<file path="src/rtl/uart_pkg.sv">
// Shared UART definitions: frame FSM encoding, oversampling constants and the
// three-sample majority vote used by the receiver.
package uart_pkg;

    typedef enum logic [1:0] {
        ST_IDLE  = 2'd0,
        ST_START = 2'd1,
        ST_DATA  = 2'd2,
        ST_STOP  = 2'd3
    } uart_state_t;

    localparam int OVERSAMPLE = 16;
    localparam int SAMPLE_MID = 8;   // vote window is SAMPLE_MID-1 .. SAMPLE_MID+1

    function automatic logic majority3(input logic a, input logic b, input logic c);
        return (a & b) | (a & c) | (b & c);
    endfunction

endpackage

</file>
<file path="src/rtl/uart_sync.sv">
// N-stage synchronizer for an asynchronous single-bit input; resets to 1 so an
// idle-high line does not look like activity while coming out of reset.
module uart_sync #(
    parameter int STAGES = 2
) (
    input  logic clk,
    input  logic n_rst,
    input  logic d,
    output logic q
);

    logic [STAGES-1:0] ff;

    // NOTE: sequential state uses non-blocking assignments so every flop samples
    // the values from before the clock edge, independent of statement order.
    always_ff @(posedge clk or negedge n_rst) begin
        if (!n_rst) begin
            ff <= '1;
        end else begin
            ff <= {ff[STAGES-2:0], d};
        end
    end

    assign q = ff[STAGES-1];

endmodule

</file>
<file path="src/rtl/uart_rx.sv">
// UART receiver: 16x oversampled, majority-voted bits, LSB first, valid/ready
// output with framing-error and overrun pulses.
module uart_rx
    import uart_pkg::*;
#(
    parameter int DATA_BITS = 8,
    parameter int STOP_BITS = 1
) (
    input  logic                 clk,
    input  logic                 n_rst,
    input  logic                 rx,
    input  logic                 ready_in,
    output logic [DATA_BITS-1:0] data_out,
    output logic                 valid_out,
    output logic                 frame_err,
    output logic                 overrun
);

    localparam int BW = $clog2(DATA_BITS);
    localparam logic [3:0]    CNT_LAST  = 4'(OVERSAMPLE - 1);
    localparam logic [3:0]    CNT_VOTE0 = 4'(SAMPLE_MID - 1);
    localparam logic [3:0]    CNT_VOTE1 = 4'(SAMPLE_MID);
    localparam logic [3:0]    CNT_VOTE2 = 4'(SAMPLE_MID + 1);
    localparam logic [BW-1:0] LAST_BIT  = BW'(DATA_BITS - 1);
    localparam logic          LAST_STOP = 1'(STOP_BITS - 1);

    uart_state_t          state;
    logic [3:0]           cnt;
    logic [BW-1:0]        bit_cnt;
    logic                 stop_cnt;
    logic                 stop_bad;
    logic                 samp_a;
    logic                 samp_b;
    logic                 bit_vote;
    logic [DATA_BITS-1:0] shreg;
    logic                 rx_s;

    uart_sync #(.STAGES(2)) u_sync (
        .clk   (clk),
        .n_rst (n_rst),
        .d     (rx),
        .q     (rx_s)
    );

    logic vote_now;
    logic maj;
    logic frame_end;
    logic frame_good;

    always_comb begin
        vote_now   = (cnt == CNT_VOTE2);
        maj        = majority3(samp_a, samp_b, rx_s);
        // The final stop bit ends the frame at its vote, not at its end, so a
        // start bit that immediately follows still finds the receiver idle.
        frame_end  = (state == ST_STOP) && vote_now && (stop_cnt == LAST_STOP);
        frame_good = frame_end && !stop_bad && maj;
    end

    always_ff @(posedge clk or negedge n_rst) begin
        if (!n_rst) begin
            state     <= ST_IDLE;
            cnt       <= '0;
            bit_cnt   <= '0;
            stop_cnt  <= 1'b0;
            stop_bad  <= 1'b0;
            samp_a    <= 1'b1;
            samp_b    <= 1'b1;
            bit_vote  <= 1'b1;
            shreg     <= '0;
            data_out  <= '0;
            valid_out <= 1'b0;
            frame_err <= 1'b0;
            overrun   <= 1'b0;
        end else begin
            frame_err <= 1'b0;
            overrun   <= 1'b0;

            if (cnt == CNT_VOTE0) samp_a <= rx_s;
            if (cnt == CNT_VOTE1) samp_b <= rx_s;

            case (state)
                ST_IDLE: begin
                    cnt <= '0;
                    if (!rx_s) state <= ST_START;
                end
                ST_START: begin
                    cnt <= cnt + 4'd1;
                    if (vote_now && maj) begin
                        state <= ST_IDLE;
                        cnt   <= '0;
                    end else if (cnt == CNT_LAST) begin
                        state   <= ST_DATA;
                        bit_cnt <= '0;
                    end
                end
                ST_DATA: begin
                    cnt <= cnt + 4'd1;
                    if (vote_now) bit_vote <= maj;
                    if (cnt == CNT_LAST) begin
                        shreg <= {bit_vote, shreg[DATA_BITS-1:1]};
                        if (bit_cnt == LAST_BIT) begin
                            state    <= ST_STOP;
                            stop_cnt <= 1'b0;
                            stop_bad <= 1'b0;
                        end else begin
                            bit_cnt <= bit_cnt + 1'b1;
                        end
                    end
                end
                ST_STOP: begin
                    cnt <= cnt + 4'd1;
                    if (vote_now && !maj) stop_bad <= 1'b1;
                    if (frame_end) begin
                        state <= ST_IDLE;
                        cnt   <= '0;
                    end else if (cnt == CNT_LAST) begin
                        stop_cnt <= stop_cnt + 1'b1;
                    end
                end
                default: begin
                    state <= ST_IDLE;
                    cnt   <= '0;
                end
            endcase

            // A word loading in the same cycle as a handshake replaces the
            // consumed one, so it is neither an overrun nor a drop of valid.
            if (frame_good) begin
                data_out  <= shreg;
                valid_out <= 1'b1;
                overrun   <= valid_out && !ready_in;
            end else begin
                if (frame_end) frame_err <= 1'b1;
                if (valid_out && ready_in) valid_out <= 1'b0;
            end
        end
    end

endmodule

</file>
<file path="config.mk">
export PLATFORM = sky130hd
export DESIGN_NAME = uart_rx
export DESIGN_NICKNAME = d
export VERILOG_FILES = /design/src/rtl/uart_pkg.sv /design/src/rtl/uart_sync.sv /design/src/rtl/uart_rx.sv
export SDC_FILE = /design/constraint.sdc
export NUM_CORES = 1
export LEC_CHECK = 0
export BUFFER_PORTS_ARGS = -buffer_cell sky130_fd_sc_hd__buf_2
export CAP_MARGIN = 5
export CORE_ASPECT_RATIO = 0.75
export CORE_MARGIN = 5
export CORE_UTILIZATION = 62
export CTS_CLUSTER_DIAMETER = 120
export DETAILED_ROUTE_END_ITERATION = 16
export HOLD_SLACK_MARGIN = 0.12
export PLACE_DENSITY = 0.83
export SYNTH_ARGS = -nofsm -noshare
export SYNTH_HDL_FRONTEND = slang
export SYNTH_HIERARCHICAL = 1
export SYNTH_SLANG_ARGS = --single-unit
</file>
<file path="constraint.sdc">
create_clock -name clk -period 4.7 [get_ports clk]
set_clock_uncertainty 0.2 [all_clocks]
set_input_delay 1.175 -clock clk [delete_from_list [all_inputs] [get_ports clk]]
set_output_delay 1.175 -clock clk [all_outputs]
set_load 0.01 [all_outputs]
</file>
==> metrics.yaml <==
critical_path:
  cp_data_arrival_time_ns: 2.51
  worstReg2RegStart: "cnt[1]$_DFF_PN0_"
  cpMaxStageDelayCell: "or3_1"
  critPathKind: "register to register"
  cp_cell_sequence: "inv_1 -> ha_1 -> nand3b_4 -> or3_4 -> or3_1 -> mux2_4"
  r2r_end: "data_out[7]$_DFFE_PN0P_"
  crit_buf_inv: 1
  cp_top_family: "simple AND/OR/NAND/NOR gates"
  rr_worst_depth: 6
  cp_slowest_stage_delay_ns: 0.60
  r2r_slack_ns: 2.22
  critPathRequiredTime_ns: 4.73
  start_kind: "register"
  crit_path_max_fanout: 10
  endpoint_kind: "register"
synth:
  avgSynthCellArea_um2: 12.4
  synthArstFlopShare: 1.00
  ys_seq_area_frac: 0.554
  synthesis.area_um2: 1590
  synth_edf_count: 0
  synthCells: 128
  synthFlopType: "dfrtp_1"
  ys_seq_elements: 35
  yosysWarningCount: 6
  synth_cell_types: 36
  syn_nets: 137
cts:
  postCtsSetupBuffers: 0
  cts-buffers-inserted: 5
  cts_tree: "yes"
  clkSinkCount: 35
  worst_skew_pair.late_latency_ns: 0.34
  cts_resized: 0
  clkTransAtPathRegs_ns: 0.09
  cts_hold_buf: 0
  clockBufferDepth: 2
  cts-root-buf: "clkbuf_4"
  h-tree-depth: 2
detailed_routing:
  top_layer_used: "met4"
  drtIter0Drc: 67
  drc: 0
  ant_nets: 0
  wirelength_um: 2600
  wl_met1_um: 1200
  wl_per_cell_um: 14.6
  avgViaCountPerCell: 5.63
  dr_wl_met2_um: 1150
  met3_length_um: 204
  vias: 1002
  first_pass_iters: 4
placement:
  placedInstanceArea_um2: 1670
  dpl.hpwl_um: 1900
  place.port_buffers: 14
  placedCellCount: 171
  gp_congestion: 0.813
global_routing:
  grt_usage: 0.181
  grt_overflow_total: 0
  grt_first_pass_wirelength_um: 4490
  grt_max_degree: 36
  grt_pass1_vias: 965
  grt_antenna_before_repair: 0
layout:
  antenna_cells: 0
  fillers: 169
  drive_above_1_share: 0.319
  multi_input_area_um2: 641
  regArea_um2: 882
  layout.nets: 153
  fin_cells: 178
  final_area_um2: 1730
  area.growth.synth_to_final_pct: 8.41
sta:
  period_share: 0.528
  rsz0062_at_grt: "no"
  fin_setup_tns_ns: 0
  fin_crit_ns: 2.48
  finalSetupViolations: 0
  max_freq_mhz: 403
  slew_violations: 0
  tightestPinTransition_ns: 0.816
  hold_viol_final: 0
  slew_headroom: 0.454
outcome:
  outcome: "finished clean"
pwr:
  ir_drop_uv: 318
  power.leakage_nw: 0.885
  p_per_area_nw_per_um2: 458
  p_total_w: 0.000790
floorplanning:
  die_h_um: 53.9
  coreArea_um2: 2380
  die_w_um: 68.5
  row_count: 15
  ios: 15
  die_area_um2: 3690
  start_util: 0.668
flow_run:
  cap_viol_max_count: 0
min_path:
  hold_path.startpoint: "u_sync/ff[0]$_DFF_PN1_"
  whs_path_depth: 0
  hold_class: "register to register"
  whs_endpoint: "u_sync/ff[1]$_DFF_PN1_"
[power breakdown]
| part | internal (W) | leakage, nW | total, W | switching, W |
|---|---|---|---|---|
| Sequential | 0.000360 | 0.452 | 0.000429 | 0.0000694 |
| Combinational | 0.0000934 | 0.398 | 0.000199 | 0.000106 |
| Clock | 0.0000692 | 0.0341 | 0.000162 | 0.0000931 |
| Total | 0.000522 | 0.885 | 0.000790 | 0.000268 |
[routing by layer]
metal  GRT usage  vias up
met4      0.0792        0
met1       0.225      486
li1            -      482
met5           0        -
met3      0.0939        6
met2       0.263       28
[layout by cell type, fill, tap and decap left out, types with 2 or more instances in the layout]
| cell | Yosys | layout |
|---|---|---|
| dfstp_2 | 5 | 5 |
| o31ai_1 | 3 | 3 |
| or3_1 | 2 | 2 |
| ha_1 | 5 | 5 |
| nand3_1 | 3 | 3 |
| nand2b_1 | 4 | 4 |
| mux2_2 | 10 | 10 |
| o21ai_0 | 7 | 7 |
| nand2_1 | 4 | 4 |
| mux2_4 | 8 | 8 |
| clkbuf_4 | 0 | 5 |
| dfrtp_1 | 30 | 30 |
| nor2_1 | 9 | 9 |
| inv_1 | 9 | 9 |
| a21oi_1 | 5 | 5 |
| buf_2 | 1 | 14 |
[cells by family (layout without fill, tap and decap cells)]
logic type               after synthesis  in the layout  share of synthesized area
XOR/XNOR                               2              2                     0.0110
AO/OA/AOI/OAI                         23             23                     0.0912
buffers and inverters                 14             30                     0.0432
adder cells (fa/ha/maj)                6              6                     0.0456
AND/OR/NAND/NOR                       30             30                      0.108
multiplexers                          18             18                      0.146
flip-flops                            35             35                      0.554
[layout make-up]
cell class | instances | area share
Clock buffer | 6 | 0.0297
Clock inverter | 1 | 0.00290
Inverter | 9 | 0.0196
Multi-Input combinational cell | 79 | 0.371
Sequential cell | 35 | 0.511
Tap cell | 34 | 0.0247
Timing Repair Buffer | 14 | 0.0406
[cell usage after synthesis (3+ instances only)]
library cell	n	share of area
a21oi_1	5	0.016
dfrtp_1	30	0.47
dfstp_2	5	0.083
ha_1	5	0.039
inv_1	9	0.021
mux2_2	10	0.071
mux2_4	8	0.075
nand2_1	4	0.0094
nand2b_1	4	0.016
nand3_1	3	0.0094
nor2_1	9	0.021
o21ai_0	7	0.022
o31ai_1	3	0.014
[through the flow]
stage          setup slack (ns)  hold WS [ns]   util
2_1_floorplan              2.48         0.145      -
3_3_place_gp               2.28         0.148  0.700
3_5_place_dp               2.22         0.153  0.700
4_1_cts                    2.20         0.165  0.724
5_1_grt                    2.09         0.172  0.724
6_report                   2.22         0.165  0.724
[registers in the layout, summed over array words and instances (netlist names), 2 cells and up, named ones only]
signal	count
bit_cnt	3
cnt	4
data_out	8
shreg	8
u_sync/ff	2
[worst max-delay path by stage]
stage,slack [ns],endpoint,cells past startpoint,from
after floorplan,2.48,data_out[0]$_DFFE_PN0P_,7,cnt[1]$_DFF_PN0_
after global placement,2.28,data_out[5]$_DFFE_PN0P_,6,cnt[1]$_DFF_PN0_
after detailed placement,2.22,data_out[7]$_DFFE_PN0P_,6,cnt[1]$_DFF_PN0_
after CTS,2.20,data_out[7]$_DFFE_PN0P_,6,cnt[1]$_DFF_PN0_
after global routing,2.09,shreg[7]$_DFFE_PN0P_,4,cnt[0]$_DFF_PN0_
final,2.22,data_out[7]$_DFFE_PN0P_,6,cnt[1]$_DFF_PN0_
No activity file was read; power rests on OpenSTA's default activity.
